## src/rtl/envelope_follower.sv

```systemverilog
// Per-band envelope detector: rectify, then one-pole attack/release smoothing, 3 cycles from acceptance to the env_valid_out strobe.
// Accepts one sample every 4 cycles; samples arriving while busy are dropped and set sticky overrun_out. ENV_PEAK_HOLD_EN adds peak hold.
module envelope_follower #(
  parameter int WIDTH         = 24,
  parameter int FRAC          = 8,
  parameter int ATTACK_SHIFT  = 2,
  parameter int RELEASE_SHIFT = 6,
  parameter int HOLD_SAMPLES  = 4
) (
  input  logic                    clk_in,
  input  logic                    rstn_in,
  input  logic signed [WIDTH-1:0] sample_in,
  input  logic                    sample_valid_in,
  output logic                    sample_ready_out,
  output logic [WIDTH-1:0]        env_out,
  output logic                    env_valid_out,
  output logic                    overrun_out
);

  localparam int AW = WIDTH - 1 + FRAC;
  localparam logic [WIDTH-1:0] X_MIN = {1'b1, {(WIDTH-1){1'b0}}};
  localparam logic [WIDTH-2:0] R_MAX = {(WIDTH-1){1'b1}};

  typedef enum logic [1:0] {IDLE, RECT, UPDATE, EMIT} state_t;

  state_t           state_q, state_d;
  logic [WIDTH-1:0] x_q;
  logic [WIDTH-1:0] x_neg;
  logic [WIDTH-2:0] r_q, r_d;
  logic [AW-1:0]    acc_q, acc_d;
  logic [AW-1:0]    t_val, up_diff, dn_diff;
  logic             attack;
  logic             hold_active;
  logic             overrun_q;

  always_ff @(posedge clk_in or negedge rstn_in) begin
    if (!rstn_in) state_q <= IDLE;
    else          state_q <= state_d;
  end

  always_comb begin
    state_d = state_q;
    case (state_q)
      IDLE:    if (sample_valid_in) state_d = RECT;
      RECT:    state_d = UPDATE;
      UPDATE:  state_d = EMIT;
      EMIT:    state_d = IDLE;
      default: state_d = IDLE;
    endcase
  end

  always_comb begin
    sample_ready_out = (state_q == IDLE);
    env_valid_out    = (state_q == EMIT);
    env_out          = {1'b0, acc_q[AW-1:FRAC]};
    overrun_out      = overrun_q;
  end

  // The most negative input has no positive twin; clamp it to full scale.
  always_comb begin
    x_neg = -x_q;
    if (x_q == X_MIN)   r_d = R_MAX;
    else if (x_q[WIDTH-1]) r_d = x_neg[WIDTH-2:0];
    else                r_d = x_q[WIDTH-2:0];
  end

  always_comb begin
    t_val   = {r_q, {FRAC{1'b0}}};
    attack  = (t_val > acc_q);
    up_diff = t_val - acc_q;
    dn_diff = acc_q - t_val;
    acc_d   = acc_q;
    if (attack)            acc_d = acc_q + (up_diff >> ATTACK_SHIFT);
    else if (!hold_active) acc_d = acc_q - (dn_diff >> RELEASE_SHIFT);
  end

  always_ff @(posedge clk_in or negedge rstn_in) begin
    if (!rstn_in) begin
      x_q       <= '0;
      r_q       <= '0;
      acc_q     <= '0;
      overrun_q <= 1'b0;
    end else begin
      if (sample_valid_in && state_q != IDLE) overrun_q <= 1'b1;
      if (sample_valid_in && state_q == IDLE) x_q <= sample_in;
      if (state_q == RECT)   r_q   <= r_d;
      if (state_q == UPDATE) acc_q <= acc_d;
    end
  end

`ifdef ENV_PEAK_HOLD_EN
  localparam int HW = $clog2(HOLD_SAMPLES + 1);
  logic [HW-1:0] hold_q;

  assign hold_active = (hold_q != '0);

  // Reloaded on every attack, otherwise counts down once per processed sample.
  always_ff @(posedge clk_in or negedge rstn_in) begin
    if (!rstn_in) begin
      hold_q <= '0;
    end else if (state_q == UPDATE) begin
      if (attack)           hold_q <= HW'(HOLD_SAMPLES);
      else if (hold_active) hold_q <= hold_q - HW'(1);
    end
  end
`else
  assign hold_active = 1'b0;
`endif

endmodule

```

## config.mk

```make
export PLATFORM = sky130hd
export DESIGN_NAME = envelope_follower
export DESIGN_NICKNAME = d
export VERILOG_FILES = /design/src/rtl/envelope_follower.sv
export SDC_FILE = /design/constraint.sdc
export NUM_CORES = 1
export LEC_CHECK = 0
export BUFFER_PORTS_ARGS = -buffer_cell sky130_fd_sc_hd__buf_2
export CAP_MARGIN = 20
export CORE_MARGIN = 1
export CORE_UTILIZATION = 65
export DETAILED_ROUTE_END_ITERATION = 6
export PLACE_DENSITY = 0.9
export SYNTH_ARGS = -nofsm -noshare
export SYNTH_HDL_FRONTEND = slang
export SYNTH_SLANG_ARGS = --single-unit
```

## constraint.sdc

```tcl
create_clock -name clk_in -period 8.94 [get_ports clk_in]
set_input_delay 1.788 -clock clk_in [delete_from_list [all_inputs] [get_ports clk_in]]
set_output_delay 1.788 -clock clk_in [all_outputs]
set_load 0.05 [all_outputs]
```

== Yosys cells after proc, flatten, opt, wreduce, memory -nomap -nowiden ==
Index checks and enable logic that the tools add are counted.

* Input port bits: 27
* Output and inout bits: 27
* Register bits: 81
* Word-level logic and storage cells: 25

* Muxes and demuxes: 5
* Add/sub/neg operators: 5
* Eq/ne operators: 5
* Reduce and logical (&&, ||, !) cells: 4
* Order comparisons: 1

{| class="wikitable"
|+ Operators by type and width
! operator !! number
|-
| 31-bit subtractor || 2
|-
| 23-bit two-way mux || 2
|-
| 31-bit by 29-bit adder with 31-bit output || 1
|-
| 31-bit greater-than comparator || 1
|-
| 31-bit two-way mux || 1
|-
| 31-bit by 25-bit subtractor with 31-bit output || 1
|-
| 24-bit == test, second input constant || 1
|-
| 23-bit negator || 1
|-
| 2-bit case mux with 4 select lines || 1
|-
| 2-bit == test, second input constant || 2
|-
| 2-bit by 1-bit == test with 1-bit output, second input constant || 1
|-
| 1-bit logical AND || 2
|-
| 2-bit logical NOT || 1
|-
| 2-bit two-way mux || 1
|-
| 2-bit inequality test, second input constant || 1
|-
| 2-bit nonzero test || 1
|}

== Logic depth before layout (Yosys ltp) ==
* Word-level depth: 3
* Depth in mapped cells: 27

== Worst setup path after synthesis ==
Ideal clock, no wire load.

* Kind: register to register
* Start: register acc_q[9]
* End: register acc_q[16]
* Required time: 8.820 ns
* Data arrival time: 5.635 ns
* Path buffers: 2
* Cell stages (with the launch flop): 27
* Setup slack: 3.185 ns
* Cell sequence: dfrtp_1 > inv_1 > ha_1 > clkbuf_1 > a21o_1 > a21o_1 > nor3_1 > nor2_1 > a311oi_1 > o21ai_0 > o211ai_1 > clkbuf_1 > nand2_1 > o21ai_0 > ha_1 > inv_1 > fa_1 > a211oi_1 > o21ai_0 > a31o_2 > a21o_1 > a21o_1 > a21oi_1 > o21ai_0 > o21a_1 > or3_1 > a31o_2

* Longest elaborated chain between the ends: 3

{| class="wikitable"
|+ RTL lines
! what !! RTL line !! source
|-
| start, declared || 30 || <nowiki>logic [AW-1:0] acc_q, acc_d;</nowiki>
|-
| start signal, assigned || 81 || <nowiki>acc_q <= '0;</nowiki>
|-
| start signal, assigned || 87 || <nowiki>if (state_q == UPDATE) acc_q <= acc_d;</nowiki>
|-
| 31-bit subtractor (on tied branches) || 71, 70 ||
|-
| 31-bit by 25-bit subtractor with 31-bit output or 31-bit by 29-bit adder with 31-bit output (tied branches) || 74, 73 ||
|-
| 31-bit two-way mux (*) || 73 || <nowiki>if (attack) acc_d = acc_q + (up_diff >> ATTACK_SHIFT);</nowiki>
|}

Every way passes the cells marked *; elsewhere a longest branch is shown, timed or not.
A chain may end at the register's enable or synchronous reset.

== Final worst setup path ==
* Start: register acc_q[9]
* End: register acc_q[18]

Same word-level chain as after synthesis.

==> key figures <==
Status
  – Status: finished clean

Clocking
  – CTS max path bufs: 2
  – Clk sinks: between 80 and 90
  – Clk_lat worst skew: about 0.35 ns
  – Total CTS buffers: 9
  – Clk root buf: clkbuf_16
  – Post-cts sizing count: 0
  – Hold_buf cts: 0
  – Number of setup buffers added after CTS: 0
  – CTS tree: yes
  – Clock-pin slew on the worst setup and hold paths: roughly 0.06 ns
  – CTS H-tree lvls: 3

Timing
  – Period utilization: 76.92%
  – Setup-failing EPs final: 0
  – Least-Margin Pin Slew: between 0.9 and 1 ns
  – Max-slew headroom: 38.26%
  – RSZ-0062 raised after global routing: no
  – Layout Skew: roughly 0.007 ns
  – Hold Fails Final Rpt: 0
  – Min cycle time layout: slightly below 7 ns
  – Total negative slack: 0 ns
  – Max Freq: roughly 150 MHz
  – Max Slew Vio Count: 0

Die
  – I/O Pins: between 50 and 60
  – Initial core utilization: between 60% and 70%
  – Num rows: 42
  – Core area: between 10,000 and 15,000 um^2
  – Die width: ~120 um
  – Die area: 14,070 um^2
  – Die Span Y: around 120 um

Final layout
  – # diodes: 0
  – Share of cells above drive strength 1: 11.92%
  – Most common cell after layout, fill and taps aside: a21oi_1
  – Layout area overhead: 5.153%
  – Nets: between 1,000 and 1,500
  – Commonest cells after routing, fill and taps aside: a21oi_1 (91), nor2_1 (84), inv_1 (83)

Logic synthesis
  – Synthesized cell area: 8838 um^2
  – Top_reg_cell synth: dfrtp_1
  – Synthesis Warnings: 0
  – Seq/Total Area, Yosys: 22.93%
  – Synth unique cells: 81
  – Seq cells post-synth: a little over 80
  – EDFF count, synth: 0
  – Synth Instances: between 1,000 and 1,500
  – Async set-reset flop share out of synthesis: 100.0%
  – Syn_nets: 1,214
  – Syn_area_per_cell: roughly 8 um^2

Flow run
  – Max cap viols: 0

Worst setup path
  – CP endpoint kind: flip-flop
  – Setup crit start kind: flip-flop
  – Crit-path max FO: 30
  – Req. time, crit path: between 9 and 10 ns
  – Crit path arrival time: between 7 and 8 ns
  – Crit Path Class: reg -> reg

Routing
  – Final WL: between 20,000 and 25,000 um
  – Vias per cell: 6.542
  – DRT Pass-1 Iters: 6
  – Residual DRC: 0
  – Via count: 8,393
  – Antenna Nets Post-Route: 0
  – DR WL/cell: around 19 um
  – Iteration-0 DRC Markers: roughly 820

Hold path
  – Min-Delay Path Class: reg -> reg

Global route
  – Vias in the first global route: around 7,800
  – Pin count of the biggest net entering global routing: between 80 and 90
  – Remaining Overflow, GRT: 0
  – First-pass GRT wire length: 38,880 um
  – Global Route Usage Sum: a little over a third
  – Initial antenna violation count: 0

Place
  – DP HPWL: approximately 18,000 um
  – GP Congestion: 1.009
  – Port Buffers: between 50 and 60
## worst paths after layout
| check | startpoint | endpoint | slack [ns] | cells after the start |
|---|---|---|---|---|
| hold reg to reg | overrun_out | overrun_out | 0.46 | 1 |
| max in group asynchronous | rstn_in | acc_q[21] | 7.05 | 2 |
| hold / removal | overrun_out | overrun_out | 0.46 | 1 |
| setup reg to reg | acc_q[9] | acc_q[18] | 2.06 | 25 |
| setup / recovery | acc_q[9] | acc_q[18] | 2.06 | 25 |
| min in group asynchronous | rstn_in | state_q[0] | 1.29 | 1 |
## layout make-up
class	count	area, um^2
clock buffer	11	242.7
clock inverter	5	63.81
fill	1021	3949
inverter	83	311.5
multi-input combinational	870	6108
sequential	81	2027
tap	176	220.2
timing repair buffer	57	320.3
## through the flow
step | instances | instance area (um^2) | setup WS, ns | hold slack, ns | utilization (%)
4_1_cts | 1282 | 9266 | 2.204 | 0.4671 | 69.97
3_3_place_gp | 1266 | 8960 | 2.295 | 0.4392 | 67.66
6_report | 1283 | 9294 | 2.064 | 0.4593 | 70.18
2_1_floorplan | 1105 | 8838 | 3.185 | 0.4927 | -
3_5_place_dp | 1266 | 8960 | 2.275 | 0.4524 | 67.66
5_1_grt | 1283 | 9294 | 1.557 | 0.4852 | 70.18
## cell usage after synthesis, drive strengths merged (11+ instances only)
library cell	n	area (um^2)
a21oi	92	464.2
nor2	84	315.3
inv	83	311.6
dfrtp	81	2027
ha	80	1001
nand2	80	300.3
o21ai	79	395.4
xnor2	50	437.9
xor2	40	350.3
buf	37	261.5
clkbuf	34	132.6
a21o	33	247.7
mux2	32	360.3
nor3	32	165.2
nand3	30	150.1
o211ai	15	112.6
o21a	15	112.6
a31oi	14	87.58
or3	14	87.58
mux2i	12	120.1
o31ai	12	90.09
a211oi	11	82.58
and2	11	68.82
## state kept, by name, indices dropped and copies added (netlist names)
signal	cells
x_q	24
state_q	2
acc_q	31
r_q	23
overrun_out	1
## worst max-delay path, stage by stage (launching register included)
cell and delay, ns:
dfrtp_1 0.47, inv_1 0.09, ha_1 0.44, and3_1 0.29
and3_2 0.25, nor3_1 0.31, nor2_1 0.16, a311oi_1 0.41
o21ai_0 0.15, o211ai_1 0.13, buf_4 0.35, nand2_1 0.09
o21ai_0 0.09, ha_1 0.20, inv_1 0.06, fa_1 0.42
a211oi_1 0.34, o21ai_0 0.41, a31o_2 0.36, a21o_1 0.19
a21o_1 0.17, a21oi_1 0.30, o21ai_0 0.24, o41ai_1 0.35
mux2_2 0.39, o211ai_1 0.10
## layer usage
| layer | GRT usage [%] | vias to the layer above | wire, um |
|---|---|---|---|
| li1 | - | 3926 | - |
| met1 | 46.08 | 3920 | 9857 |
| met2 | 55.34 | 477 | 11100 |
| met3 | 6.226 | 70 | 2137 |
| met4 | 14.72 | 0 | 895 |
| met5 | 0 | - | 0 |
## cells by family after synthesis
logic type / Yosys count / share of synthesized area, %
AOI/OAI and AO/OA: 327 / 23.90
xor gates and xnor gates: 90 / 8.919
adders and majority gates: 82 / 11.78
buffers and inverters: 154 / 7.984
DFF: 81 / 22.93
muxes: 44 / 5.436
other: 1 / 0.04243
and+or+nand+nor: 326 / 19.01
Power is left out: the tool's default activity adds up to more than one toggle a clock period on the data nets, which glitch-free logic cannot reach.
